==> src/rtl/id_ex_stage.sv <==
// ID/EX pipeline register with writeback-to-decode bypass, load-use hazard
// detection, and bubble insertion on flush or stall.
module id_ex_stage (
    input  logic        clk,
    input  logic        reset,
    input  logic [31:0] id_instr,
    input  logic [31:0] id_pc4,
    input  logic [31:0] id_d1,
    input  logic [31:0] id_d2,
    input  logic        id_regwrite,
    input  logic        id_memread,
    input  logic        id_memwrite,
    input  logic        id_memtoreg,
    input  logic        id_alusrc,
    input  logic        id_regdst,
    input  logic [1:0]  id_aluop,
    input  logic        wb_regwrite,
    input  logic [4:0]  wb_reg,
    input  logic [31:0] wb_data,
    input  logic        flush,
    output logic        ex_regwrite,
    output logic        ex_memread,
    output logic        ex_memwrite,
    output logic        ex_memtoreg,
    output logic        ex_alusrc,
    output logic [1:0]  ex_aluop,
    output logic [31:0] ex_a,
    output logic [31:0] ex_b,
    output logic [31:0] ex_imm,
    output logic [31:0] ex_pc4,
    output logic [4:0]  ex_rs,
    output logic [4:0]  ex_rt,
    output logic [4:0]  ex_dst,
    output logic        stall
);

    localparam int unsigned XLEN = 32;
    localparam int unsigned REGW = 5;
    localparam int unsigned IMMW = 16;

    typedef struct packed {
        logic            regwrite;
        logic            memread;
        logic            memwrite;
        logic            memtoreg;
        logic            alusrc;
        logic [1:0]      aluop;
        logic [XLEN-1:0] a;
        logic [XLEN-1:0] b;
        logic [XLEN-1:0] imm;
        logic [XLEN-1:0] pc4;
        logic [REGW-1:0] rs;
        logic [REGW-1:0] rt;
        logic [REGW-1:0] dst;
    } ex_t;

    ex_t ex_q;
    ex_t ex_d;

    logic [REGW-1:0] id_rs;
    logic [REGW-1:0] id_rt;
    logic [REGW-1:0] id_rd;
    logic [IMMW-1:0] id_imm;
    logic            byp_a;
    logic            byp_b;
    logic            bubble;
    logic            unused_opcode;

    assign id_rs  = id_instr[25:21];
    assign id_rt  = id_instr[20:16];
    assign id_rd  = id_instr[15:11];
    assign id_imm = id_instr[15:0];
    assign unused_opcode = ^id_instr[31:26];

    // r0 is hardwired zero in the bank, so it is never forwarded.
    assign byp_a = wb_regwrite && (wb_reg != REGW'(0)) && (wb_reg == id_rs);
    assign byp_b = wb_regwrite && (wb_reg != REGW'(0)) && (wb_reg == id_rt);

    // Load in EX whose destination is read by the ID instruction.
    assign stall = ex_q.memread && (ex_q.rt != REGW'(0)) &&
                   ((ex_q.rt == id_rs) || (ex_q.rt == id_rt));

    assign bubble = flush || stall;

    // Next-stage payload; a bubble is an all-zero payload.
    always_comb begin
        ex_d = '0;
        if (!bubble) begin
            ex_d.regwrite = id_regwrite;
            ex_d.memread  = id_memread;
            ex_d.memwrite = id_memwrite;
            ex_d.memtoreg = id_memtoreg;
            ex_d.alusrc   = id_alusrc;
            ex_d.aluop    = id_aluop;
            ex_d.a        = byp_a ? wb_data : id_d1;
            ex_d.b        = byp_b ? wb_data : id_d2;
            ex_d.imm      = {{(XLEN-IMMW){id_imm[IMMW-1]}}, id_imm};
            ex_d.pc4      = id_pc4;
            ex_d.rs       = id_rs;
            ex_d.rt       = id_rt;
            ex_d.dst      = id_regdst ? id_rd : id_rt;
        end
    end

    always_ff @(posedge clk) begin
        if (reset) begin
            ex_q <= '0;
        end else begin
            ex_q <= ex_d;
        end
    end

    assign ex_regwrite = ex_q.regwrite;
    assign ex_memread  = ex_q.memread;
    assign ex_memwrite = ex_q.memwrite;
    assign ex_memtoreg = ex_q.memtoreg;
    assign ex_alusrc   = ex_q.alusrc;
    assign ex_aluop    = ex_q.aluop;
    assign ex_a        = ex_q.a;
    assign ex_b        = ex_q.b;
    assign ex_imm      = ex_q.imm;
    assign ex_pc4      = ex_q.pc4;
    assign ex_rs       = ex_q.rs;
    assign ex_rt       = ex_q.rt;
    assign ex_dst      = ex_q.dst;

endmodule
==> config.mk <==
export PLATFORM = sky130hd
export DESIGN_NAME = id_ex_stage
export DESIGN_NICKNAME = d
export VERILOG_FILES = /design/src/rtl/id_ex_stage.sv
export SDC_FILE = /design/constraint.sdc
export NUM_CORES = 1
export LEC_CHECK = 0
export ABC_AREA = 1
export ABC_CLOCK_PERIOD_IN_PS = 1800
export BUFFER_PORTS_ARGS = -buffer_cell sky130_fd_sc_hd__buf_2
export CORE_AREA = 2 2 128 130
export DETAILED_ROUTE_END_ITERATION = 12
export DIE_AREA = 0 0 130 132
export GPL_ROUTABILITY_DRIVEN = 1
export GPL_TIMING_DRIVEN = 1
export PLACE_DENSITY = 0.65
export SYNTH_ARGS = -nofsm -noshare
export SYNTH_HDL_FRONTEND = slang
export SYNTH_SLANG_ARGS = --single-unit
export TNS_END_PERCENT = 20
==> constraint.sdc <==
create_clock -name clk -period 1.8 [get_ports clk]
set_clock_uncertainty 0.2 [all_clocks]
set_input_delay 0.09 -clock clk [delete_from_list [all_inputs] [get_ports clk]]
set_output_delay 0.09 -clock clk [all_outputs]
set_load 0.005 [all_outputs]
-- After elaboration in Yosys (flattened, before gate mapping)
Cells that the tools add are included.
- bits in registers: 134
- input port bits: 177
- output and inout bits: 151
- word-level logic and storage cells: 30
- eq/ne operators: 4
- muxes and demuxes: 3
- reductions and logical operators: 10
- operator list (kind ; number):
    2-to-1 mux 32 bit ; 2
    equality test 5 bit ; 4
    nonzero test 5 bit ; 2
    logical AND 1 bit ; 5
    2-to-1 mux 5 bit ; 1
    logical OR 1 bit ; 2
    OR reduction 2 bit ; 1

-- Logic depth before layout (Yosys ltp)
- depth after elaboration: 5
- gate-level depth with buffers: 11
- mapped depth without buffers: 10

-- Worst setup path before layout
OpenSTA, ideal clock, no wires.
- kind: flip-flop to flip-flop
- start: reg ex_q, in the netlist ex_rt[4]
- end: reg ex_q, in the netlist ex_dst[3]
- library setup time: 0.116 ns
- arrival: 1.246 ns
- required time: 1.484 ns
- setup slack: 0.238 ns
- cell stages (with the launch flop): 12
- path buffers: 2
- period minus slack after synthesis: 1.562 ns
- cell sequence: dfxtp_1 inv_1 nand2_1 nand2_1 nor2_1 nand3_1 nand2_1 nand2_1 nand2_2 buf_6 buf_6 nor2_2
- word-level cells in the longest chain between the ends: 5
- elaborated cells between the ends (all ways): 8
- those cells by class: 2 x eq/ne; 6 x reduce/logical
- RTL lines (item ; RTL line ; text):
    from (decl) ; 57 ; ex_t ex_q;
    from (signal assigned) ; 107 ; ex_q <= '0;
    from (signal assigned) ; 109 ; ex_q <= ex_d;
    equality test 5 bit or nonzero test 5 bit (tied branches) ; 81, 80 ;
    logical OR 1 bit or logical AND 1 bit (tied branches) ; 81, 80 ;
    logical AND 1 bit (*) ; 80 ; assign stall = ex_q.memread && (ex_q.rt != REGW'(0)) &&
    logical OR 1 bit (*) ; 83 ; assign bubble = flush || stall;
    OR reduction 2 bit (no line) (*) ; n/a ;
Every way passes the cells marked *; elsewhere a longest branch is shown, timed or not.
A chain may end at the register's enable or synchronous reset.

-- Worst setup path after layout
- start: in id_instr[22]
- end: out stall
- word-level cells in the longest chain between the ends: 3
- RTL lines (item ; RTL line ; text):
    from (decl) ; 6 ; input logic [31:0] id_instr,
    equality test 5 bit ; 81 ; ((ex_q.rt == id_rs) || (ex_q.rt == id_rt));
    logical OR 1 bit ; 81 ;
    logical AND 1 bit ; 80 ;
    to (decl) ; 34 ; output logic stall
Every way passes these cells.

==> impl_metrics.toml <==
[timing]
tns_ns = 0
finalMaxSlewViolations = 0
finalSetupViolCount = 0
relSlewSlack_pct = 74.9
fin_crit_sh_pct = 97.7
worst_slew_pin_slew_ns = 0.376
period_needed_ns = 1.76
rsz0062_at_grt = "true"
hold_slack_ns = 0.143
final_hold_viol_count = 0
fmax_ghz = 0.569

[synth]
synthTopCellsByCount = "nand2_1 (152), nor2_1 (140), dfxtp_1 (134)"
synth.most_common_cell = "nand2_1"
ys_dominant_reg_cell = "dfxtp_1"
synth_edf_count = 0
synthesis.nets = 895
synth_cells = 718
mappedNetlistArea_um2 = 5270
ys_ff_latch = 134
yosysTopAreaCell = "dfxtp_1"
synthTopCellsByArea = "dfxtp_1 (51%), nand2_1 (11%), nor2_1 (10%), inv_1 (9.0%), nand4_1 (3.8%)"
async_flop_share_pct = 0
syn_avg_cell_area_um2 = 7.34
ys_warn_count = 0
netlist.area_leader.share_pct = 50.9
seq_area_frac_synth_pct = 50.9
synth_cell_type_count = 19

[worst_setup_path]
path_max_fanout = 3
slowest_delay_ns = 0.54
worstPathCellList = "dlygate4sd3_1 -> buf_2 -> xor2_1 -> nor2_1 -> nand3_1 -> nand2_1 -> nand2_2 -> inv_2 -> buf_6"
required_ns = 1.51
crit_arrival_ns = 1.47
path_class = "in2out"
critPathLaunch = "id_instr[22]"
cp_slowest_cell = "dlygate4sd3_1"
cp_top_family = "buffers and inverters"
cp_num_buf_inv = 4
start_kind = "primary input"
endpoint_kind = "primary output"
rr_startpoint = "ex_rt[1]"

[pwr]
clkPwrFrac_pct = 45.2
p_leak_nw = 5.34
pwr-share-comb_pct = 15.1
ir_drop_mv = 0.589
power.density_nw_per_um2 = 842
p_seq_share_pct = 39.7
swShare_pct = 27.3
switchingPower_mw = 2.15
internal-power_mw = 5.72

[grt]
grt_pass1_vias = 6138
grt-ovfl-total = 0
grt_max_degree = 60
grt_pass1_wl_um = 30200
grt_use_total_pct = 22.8
antenna_found_initial = 2

[clock_tree]
clock-root-buffer = "clkbuf_16"
postCtsSetupBuffers = 0
cts.clk_slew.worst_paths_ns = 0.06
clock_path_buffers = 2
cts_max_level = 4
clock-sinks = 134
cts_tree = "yes"
clkLatencyLatePin_ns = 0.42
cts_buffers = 17

[die]
die_h_um = 132
die-area_um2 = 17200
start_util_pct = 33.5
io_pins = 328
die_x_um = 130
fp-row-count = 46
core_area_um2 = 15700

[route]
drt_iter0_drc = 218
avgRoutedWirePerCell_um = 14.1
drc = 0
viasPerCell = 4.35
drtAntennaViolNets = 0
first_pass_iters = 5
num_vias = 6168
wl_um = 20000

[final_layout]
fillers = 1332
final_nets = 1366
final_layout_size_suffix_gt1_share_pct = 33.7
area_growth_pct = 77.4

[placement]
gp_congestion = 0.826
dpl.hpwl_um = 12200
io_buffers = 321

[run]
cap_violations = 0

[worst_hold_path]
min_path_type = "in2reg"
hold_start = "wb_regwrite"

[status]
status = "completed"
metal layers:
| metal | wire (µm) | global-route usage (%) | vias up |
|---|---|---|---|
| li1 | - | - | 3045 |
| met1 | 7500 | 22.9 | 2712 |
| met2 | 9890 | 40.0 | 334 |
| met3 | 1730 | 7.95 | 75 |
| met4 | 908 | 13.8 | 2 |
| met5 | 13 | 0 | - |
sequential cells by signal, summed over array words and instances, names as in the netlist:
signal	cells
ex_a	32
ex_b	32
ex_pc4	32
ex_imm	16
ex_dst	5
ex_rs	5
ex_rt	5
ex_aluop	2
ex_alusrc	1
ex_memread	1
ex_memtoreg	1
ex_memwrite	1
ex_regwrite	1
worst register-to-register path, cell delays in order (launching register included):
cell	delay (ns)
dfxtp_2	0.34
xor2_1	0.14
nor2_1	0.14
nand3_1	0.09
nand2_1	0.07
nand2_2	0.09
nand2_4	0.09
buf_12	0.26
nor2_1	0.16
layout by cell type, fill, tap and decap left out:
master,n
a21oi_1,5
buf_12,8
buf_2,319
buf_4,10
buf_6,2
buf_8,1
bufinv_16,1
clkbuf_16,17
clkinv_1,2
clkinv_4,2
clkinv_8,2
dfxtp_1,130
dfxtp_2,3
dfxtp_4,1
diode_2,1
dlygate4sd3_1,164
inv_1,124
inv_2,11
inv_6,4
inv_8,6
nand2_1,151
nand2_2,1
nand2_4,1
nand3_1,37
nand3_2,1
nand4_1,32
nor2_1,139
nor2_2,13
nor2_4,1
nor3_4,1
xnor2_1,4
xor2_1,9
worst paths after layout:
kind	cells past startpoint	slack, ns	to
worst max register to register	8	0.08	ex_a[12]
worst min register to register	6	0.63	ex_rt[3]
worst min-delay path	8	0.14	ex_b[31]
worst max-delay path	9	0.04	stall
metrics by stage:
step                      power (mW)  area, µm²  worst slack, ns  utilization [%]  std cells
after global routing            8.21       9350          -0.0505             59.5       1419
after detailed placement        4.06       7060           0.0906             45.0       1223
final                           7.86       9350           0.0410             59.5       1419
after CTS                       7.93       9320           0.0250             59.3       1419
after global placement          4.05       7060            0.123             45.0       1223
after floorplan                 3.60       5270            0.238                -        718
power groups by stage:
stage / combinational, mW / clock [mW] / sequential (mW)
floorplan: 0.392 / 0 / 3.21
global placement: 0.861 / 0 / 3.19
detailed placement: 0.868 / 0 / 3.19
CTS: 1.15 / 3.66 / 3.12
global route: 1.30 / 3.77 / 3.14
finish: 1.19 / 3.55 / 3.13
area by class of cell:
type	instances	area [µm²]	share of cell area [%]
tap	216	270	2.89
multi-input combinational	395	1750	18.7
clock buffer	17	425	4.55
timing repair buffer	504	3510	37.6
clock inverter	15	183	1.95
inverter	137	514	5.50
antenna	1	2.50	0.0268
sequential	134	2690	28.8
cells by family after synthesis:
logic type	Yosys count	synth area share [%]
AO/OA/AOI/OAI	5	0.475
XOR/XNOR	13	2.16
buffers and inverters	189	16.3
flip-flops	134	50.9
AND/OR/NAND/NOR	377	30.2
timing repair:
action	CTS	global route
endpoints found under the hold margin	134	0
endpoints found under the setup margin	1	23
pin swaps	0	7
resized for setup	4	10
hold buffers	164	0
Note: power is estimated with default switching activity, not from simulation.
